`config.mk`:
```
export PLATFORM = sky130hd
export DESIGN_NAME = song_reader
export DESIGN_NICKNAME = d
export VERILOG_FILES = /design/src/rtl/song_reader.sv
export SDC_FILE = /design/constraint.sdc
export NUM_CORES = 1
export LEC_CHECK = 0
export BUFFER_PORTS_ARGS = -buffer_cell sky130_fd_sc_hd__buf_2
export CAP_MARGIN = 20
export CORE_ASPECT_RATIO = 2
export CORE_UTILIZATION = 26
export CTS_CLUSTER_DIAMETER = 100
export CTS_CLUSTER_SIZE = 10
export DETAILED_ROUTE_END_ITERATION = 10
export SYNTH_ARGS = -nofsm -noshare
export SYNTH_HDL_FRONTEND = slang
export SYNTH_SLANG_ARGS = --single-unit
```
`constraint.sdc`:
```
create_clock -name clk -period 1.33 [get_ports clk]
set_input_delay 0.0665 -clock clk [delete_from_list [all_inputs] [get_ports clk]]
set_output_delay 0.0665 -clock clk [all_outputs]
set_load 0.02 [all_outputs]
```
`src/rtl/song_reader.sv`:
```
// song_reader: walks one 128-word song in the song ROM and hands each word to
// the arranger. Per word the sequence is FETCH -> WAIT_ROM -> PRESENT -> WAIT_DONE.
// The ROM has one cycle of read latency. load_new_note and song_done are
// registered pulses. load_new_note is high in the first WAIT_DONE cycle, three
// cycles after the FETCH cycle. song_done is high in the first END cycle.
// Optional feature: define SONG_LOOP_EN for continuous playback. With it, END
// restarts the same song from word 0 while play is high.
module song_reader (
  input  logic        clk,
  input  logic        reset,
  input  logic        play,
  input  logic [1:0]  song,
  input  logic        note_done,
  output logic [8:0]  rom_addr,
  input  logic [15:0] rom_data,
  output logic [15:0] note_to_load,
  output logic        load_new_note,
  output logic        song_done
);

  typedef enum logic [2:0] {
    S_IDLE      = 3'd0,
    S_FETCH     = 3'd1,
    S_WAIT_ROM  = 3'd2,
    S_PRESENT   = 3'd3,
    S_WAIT_DONE = 3'd4,
    S_END       = 3'd5
  } state_t;

  state_t      r_state;
  state_t      w_next;
  logic [6:0]  r_index;
  logic [1:0]  r_song;
  logic [15:0] r_note;
  logic        r_load;
  logic        r_done;
  logic        w_last_idx;
  logic        w_load_nxt;
  logic        w_done_nxt;
  logic        w_end_exit;

  // The last word of a song has no successor; consuming it ends the song.
  assign w_last_idx    = &r_index;

  // The address is a pure function of the latched song and the word index.
  // Both are cleared by reset, so the address is zero right after reset.
  assign rom_addr      = {r_song, r_index};
  assign note_to_load  = r_note;
  assign load_new_note = r_load;
  assign song_done     = r_done;

  // State register; reset wins over every input.
  always_ff @(posedge clk) begin
    if (reset) r_state <= S_IDLE;
    else       r_state <= w_next;
  end

  // Next-state logic.
  always_comb begin
    w_next = r_state;
    case (r_state)
      S_IDLE:      if (play) w_next = S_FETCH;
      S_FETCH:     if (play) w_next = S_WAIT_ROM;
      // rom_data now holds the word addressed during FETCH.
      S_WAIT_ROM:  w_next = (rom_data == 16'h0000) ? S_END : S_PRESENT;
      S_PRESENT:   w_next = S_WAIT_DONE;
      // play is ignored here: the arranger pauses its own time advance.
      S_WAIT_DONE: if (note_done) w_next = w_last_idx ? S_END : S_FETCH;
`ifdef SONG_LOOP_EN
      S_END:       w_next = play ? S_FETCH : S_IDLE;
`else
      S_END:       if (!play) w_next = S_IDLE;
`endif
      default:     w_next = S_IDLE;
    endcase
  end

  // Output decode; the pulses are registered one cycle later.
  always_comb begin
    w_load_nxt = (r_state == S_PRESENT);
    w_done_nxt = (w_next == S_END) && (r_state != S_END);
    w_end_exit = (r_state == S_END) && (w_next != S_END);
  end

  // Word index: advance on consumption, hold at 127, restart when END is left.
  always_ff @(posedge clk) begin
    if (reset) begin
      r_index <= 7'd0;
    end else if (r_state == S_WAIT_DONE && note_done && !w_last_idx) begin
      r_index <= r_index + 7'd1;
    end else if (w_end_exit) begin
      r_index <= 7'd0;
    end
  end

  // Song select is captured only when playback starts from IDLE.
  always_ff @(posedge clk) begin
    if (reset)                        r_song <= 2'd0;
    else if (r_state == S_IDLE && play) r_song <= song;
  end

  // Capture the ROM word. It stays stable until the next fetch completes.
  always_ff @(posedge clk) begin
    if (reset)                      r_note <= 16'h0000;
    else if (r_state == S_WAIT_ROM) r_note <= rom_data;
  end

  // Registered handshake pulses; they can never overlap in the same cycle.
  always_ff @(posedge clk) begin
    if (reset) begin
      r_load <= 1'b0;
      r_done <= 1'b0;
    end else begin
      r_load <= w_load_nxt;
      r_done <= w_done_nxt;
    end
  end

endmodule
```
Word level (Yosys, flattened, before mapping)
Cells that the tools add are included. W data, S select, Z words.

$add $sub $neg: 1. Reduce and logical (&&, ||, !) cells: 10. Equal/unequal tests: 8. Muxes and demuxes: 9.

Operators by type and width (number): $mux W3 (6); $pmux W3 S6 (1); $logic_not A16 Y1 (1); $mux W7 (2); $eq A3 B3 Y1 const B (3); $add A7 B1 Y7 const B (1); $reduce_and A7 Y1 (1); $eq A3 B2 Y1 const B (2); $ne A3 B3 Y1 const B (2); $logic_and A1 B1 Y1 (5); $eq A3 B1 Y1 const B (1); $logic_not A3 Y1 (1); $reduce_bool A2 Y1 (1); $logic_not A1 Y1 (1).

Word-level logic and storage cells: 34. Register bits after elaboration: 30. Output and inout bits: 27. Input port bits: 22.

Depth between registers and ports, before layout
Word-level depth: 8. Mapped depth: 7. Gate-level depth less buffers: 5.

Worst setup path before layout
Ideal clock, no wire load.

Path type: flip-flop to flip-flop. Start point: reg r_index[0]. End point: reg r_index[2]. Cell stages (with the launch flop): 6. Period minus slack after synthesis: 1595 ps. Data arrival time: 1474 ps. Path slack: -265 ps. Data required time: 1208 ps. Buffers on the path: 0. Library setup time: 122 ps. Cell sequence: dfxtp_1 -> ha_1 -> nand3_1 -> o21ai_2 -> nor2_1 -> a221o_1.

Longest elaborated chain between the ends: 7. Elaborated cells between the ends (all ways): 11. Those cells by class: 1 x add/sub; 1 x eq/ne; 4 x mux; 5 x reduce/logical.

Ends and longest elaborated chain: start, declared (line 32) `logic [6:0] r_index;`; start signal, assigned (line 90) `r_index <= r_index + 7'd1;`; $reduce_and A7 Y1 (line 43) `assign w_last_idx = &r_index;`; $mux W3 (2 in series) (line 68) `S_WAIT_DONE: if (note_done) w_next = w_last_idx ? S_END : S_FETCH;`; $pmux W3 S6 (line 61) `case (r_state)`; $ne A3 B3 Y1 (line 82) `w_end_exit = (r_state == S_END) && (w_next != S_END);`; $logic_and A1 B1 Y1 (line 82); $reduce_bool A2 Y1 (no source line).

Several ways; a longest one is shown, not always the timed one. A chain may end at the register's enable or synchronous reset.

Worst setup path after layout
Start point: reg r_state[0]. End point: reg r_index[2].

Longest elaborated chain between the ends: 5. Elaborated cells between the ends (all ways): 17. Those cells by class: 6 x eq/ne; 6 x mux; 5 x reduce/logical.

Ends and longest elaborated chain: start, declared (line 30) `state_t r_state;`; start signal, assigned (line 55) `else r_state <= w_next;`; $eq A3 B3 Y1, or another cell as far along (line 61, 82); $pmux W3 S6 (line 61); $ne A3 B3 Y1 (line 82); $logic_and A1 B1 Y1 (line 82); $reduce_bool A2 Y1 (no source line).

Several ways; a longest one is shown, not always the timed one.

==> summary.txt <==
Outcome
  • Outcome: complete, but fails checks
  • Violated checks: setup timing

Timing
  • Slew Limit Fails: 0
  • Unrepaired setup endpoints after global routing: true
  • Worst slew margin: 0.747
  • Tcrit/Tclk final: 1.03
  • Final setup vio count: 1
  • Final hold vios: 0
  • Worst setup margin: -0.0354 ns
  • Max Freq: 732 MHz
  • Clk_skew: 0.00419 ns
  • Worst-margin pin slew: 0.375 ns
  • Final min period: 1.37 ns

Min path
  • Hold Path Class: input port to flop
  • Worst Hold Path Cells: 3

Worst setup path
  • CP required: 1.55 ns
  • R2R depth: 5
  • Crit-path max FO: 6
  • CP arrival: 1.59 ns
  • Worst setup path category: flop to flop
  • Worst setup EP type: flop
  • Startpoint types: flop

Power and ir drop
  • Pint: 1.47 mW
  • Clk network pwr share: 0.382
  • Switching part of the total: 0.252
  • PD cells: 1030 nW/um^2
  • Logic gate share of total power: 0.141
  • Switching power: 497 uW
  • Worst IR drop on VDD: 790 uV
  • Post-layout total power: 1.97 mW
  • Leakage Power: 0.851 nW
  • Reg power frac: 0.477

GRT
  • Vias in the first global route: 1323
  • Global-route wire length before repair: 5440 microns
  • All-Layer GR Usage: 0.143
  • Initial antenna violation count: 0
  • Pin count of the biggest net entering global routing: 24
  • Gr ovfl total: 0

Layout
  • Layout cells sized above 1: 0.442
  • Area delta synth->final: 50.0%
  • Nets@finish: 246
  • Antenna Cells: 0
  • Final Core Density: 0.413

Floorplanning
  • Die Y-Extent: 101 microns
  • Core area: 4640 sq um
  • # rows: 35
  • Io pins: 49
  • Die area: 5210 sq um
  • Chip width: 51.6 microns
  • Starting Density: 0.275

CTS
  • TritonCTS Buffers: 5
  • Reg clk slew, reported paths: 0.06 ns
  • Root buffer cell: clkbuf_8
  • Skew-Pair Late Insertion Delay: 0.28 ns
  • Clk buf depth: 2
  • CTS tree: yes
  • Clock net sink count: 30
  • Clock H-tree levels: 2

Detailed routing
  • Final wirelength: 3320 microns
  • # DRC: 0
  • First-pass DRT Iterations: 3
  • Via density: 4.76
  • Final ANT Viol Nets: 0
  • WL per Instance: 11.9 microns
  • Drt initial violations: 15
  • DR vias: 1328

Yosys
  • Sequential area share after synthesis: 0.470
  • Number of library cell types mapped by synthesis: 39
  • Synthesized net count: 174
  • Yosys top cell area share: 0.470
  • Synth cell count leaders: nand2_1, dfxtp_1, a21oi_1, nor2_1
  • #FFs+latches synth: 30
  • Top-count cell post-synth: nand2_1
  • Area leader, netlist: dfxtp_1
  • Top_reg_cell synth: dfxtp_1
  • Top cells by area in the synthesized netlist: dfxtp_1, nand2_1, a21oi_1
  • Avg Cell Area, Syn: 8.46 sq um
  • Post-synth EDFFs: 0
  • Synthesized area: 1280 sq um
  • Post-synthesis cell count: 151
  • Synth warn: 0
  • Post-synthesis async set-or-reset flop share: 0

Place
  • Final Wtd Congestion: 0.749
  • DP Worst Slack: -0.143 ns
  • Port Buf Inserts: 48
  • Post-DP HPWL: 2560 microns

Run
  • MaxCap Viol Count: 0
==> flip-flops by register name, indices dropped and copies added (netlist names) <==
register,count
note_to_load,16
r_index,7
r_state,3
r_song,2
load_new_note,1
song_done,1
==> layout by cell type (no fill, tap or decap), drive strengths merged, types with 2 or more instances in the layout <==
| cell type | instances |
|---|---|
| o21ai | 4 |
| nand2 | 36 |
| buf | 74 |
| o21a | 2 |
| mux2 | 2 |
| inv | 2 |
| mux2i | 3 |
| a31oi | 2 |
| nor4b | 2 |
| nor2 | 7 |
| a21oi | 19 |
| dfxtp | 30 |
| nor3 | 2 |
| nor4 | 4 |
| nand3 | 4 |
| and2 | 2 |
| nor2b | 3 |
| clkbuf | 7 |
| a22o | 2 |
==> layer usage <==
| metal | vias up | share of wire | GRT usage |
|---|---|---|---|
| met5 | - | 0 | 0 |
| met4 | 0 | 0.030 | 0.0998 |
| met3 | 8 | 0.029 | 0.0270 |
| met2 | 32 | 0.58 | 0.276 |
| met1 | 618 | 0.36 | 0.124 |
| li1 | 670 | - | - |
==> worst paths after layout <==
path / slack (ns) / from / end
setup reg to reg: -0.04 / r_state[0] / r_index[2]
hold reg to reg: 0.45 / note_to_load[0] / note_to_load[0]
hold / removal: 0.02 / song[1] / r_song[1]
setup / recovery: -0.04 / r_state[0] / r_index[2]
==> per-stage QoR <==
stage / cells / TNS, ns / hold slack, ns / cell area (sq um)
finish: 279 / -0.0354 / 0.0247 / 1920
global route: 279 / -0.324 / 0.0286 / 1920
CTS: 279 / -0.0296 / 0.0182 / 1900
detailed placement: 268 / -0.347 / 0.319 / 1770
global placement: 268 / -0.293 / 0.312 / 1770
floorplan: 151 / -0.0724 / 0.203 / 1320
==> power by group through the flow <==
stage	Combinational [mW]	Sequential, mW	Clock, mW
6_report	0.278	0.941	0.753
5_1_grt	0.303	0.944	0.814
4_1_cts	0.274	0.941	0.787
3_5_place_dp	0.267	0.960	0
3_3_place_gp	0.267	0.959	0
2_1_floorplan	0.115	0.985	0
==> cell families (layout without fill, tap and decap cells) <==
group / count (synthesis) / after routing / share of synthesized area
mux: 5 / 5 / 0.0411
xor+xnor: 1 / 1 / 0.00686
buf+inv: 11 / 84 / 0.0470
fa+ha+maj: 1 / 1 / 0.00979
flops: 30 / 30 / 0.470
simple gates: 68 / 68 / 0.260
compound gates: 35 / 35 / 0.166
==> final cells by class <==
cell class	instances	area, sq um
fillers	517	2730
multi-input cells	110	673
flip-flops and latches	30	614
repair buffers	74	460
clock buffers	7	86.3
well taps	55	68.8
inverters	2	7.51
clock inverters	1	5.00
==> repair_timing <==
| action | CTS | global route |
|---|---|---|
| resized for setup | 4 | 4 |
| pin swaps | 3 | 0 |
| cloned | 0 | 0 |
| setup buffers | 3 | 0 |
| hold buffers | 0 | 0 |
| endpoints found under the setup margin | 4 | 12 |
==> worst max-delay path: stages (launching register included) <==
cell      delay [ns]
dfxtp_2         0.34
and4bb_4        0.35
o21ai_4         0.07
buf_4           0.14
nor4b_2         0.25
a221o_1         0.14
(Power assumes the default switching activity.)
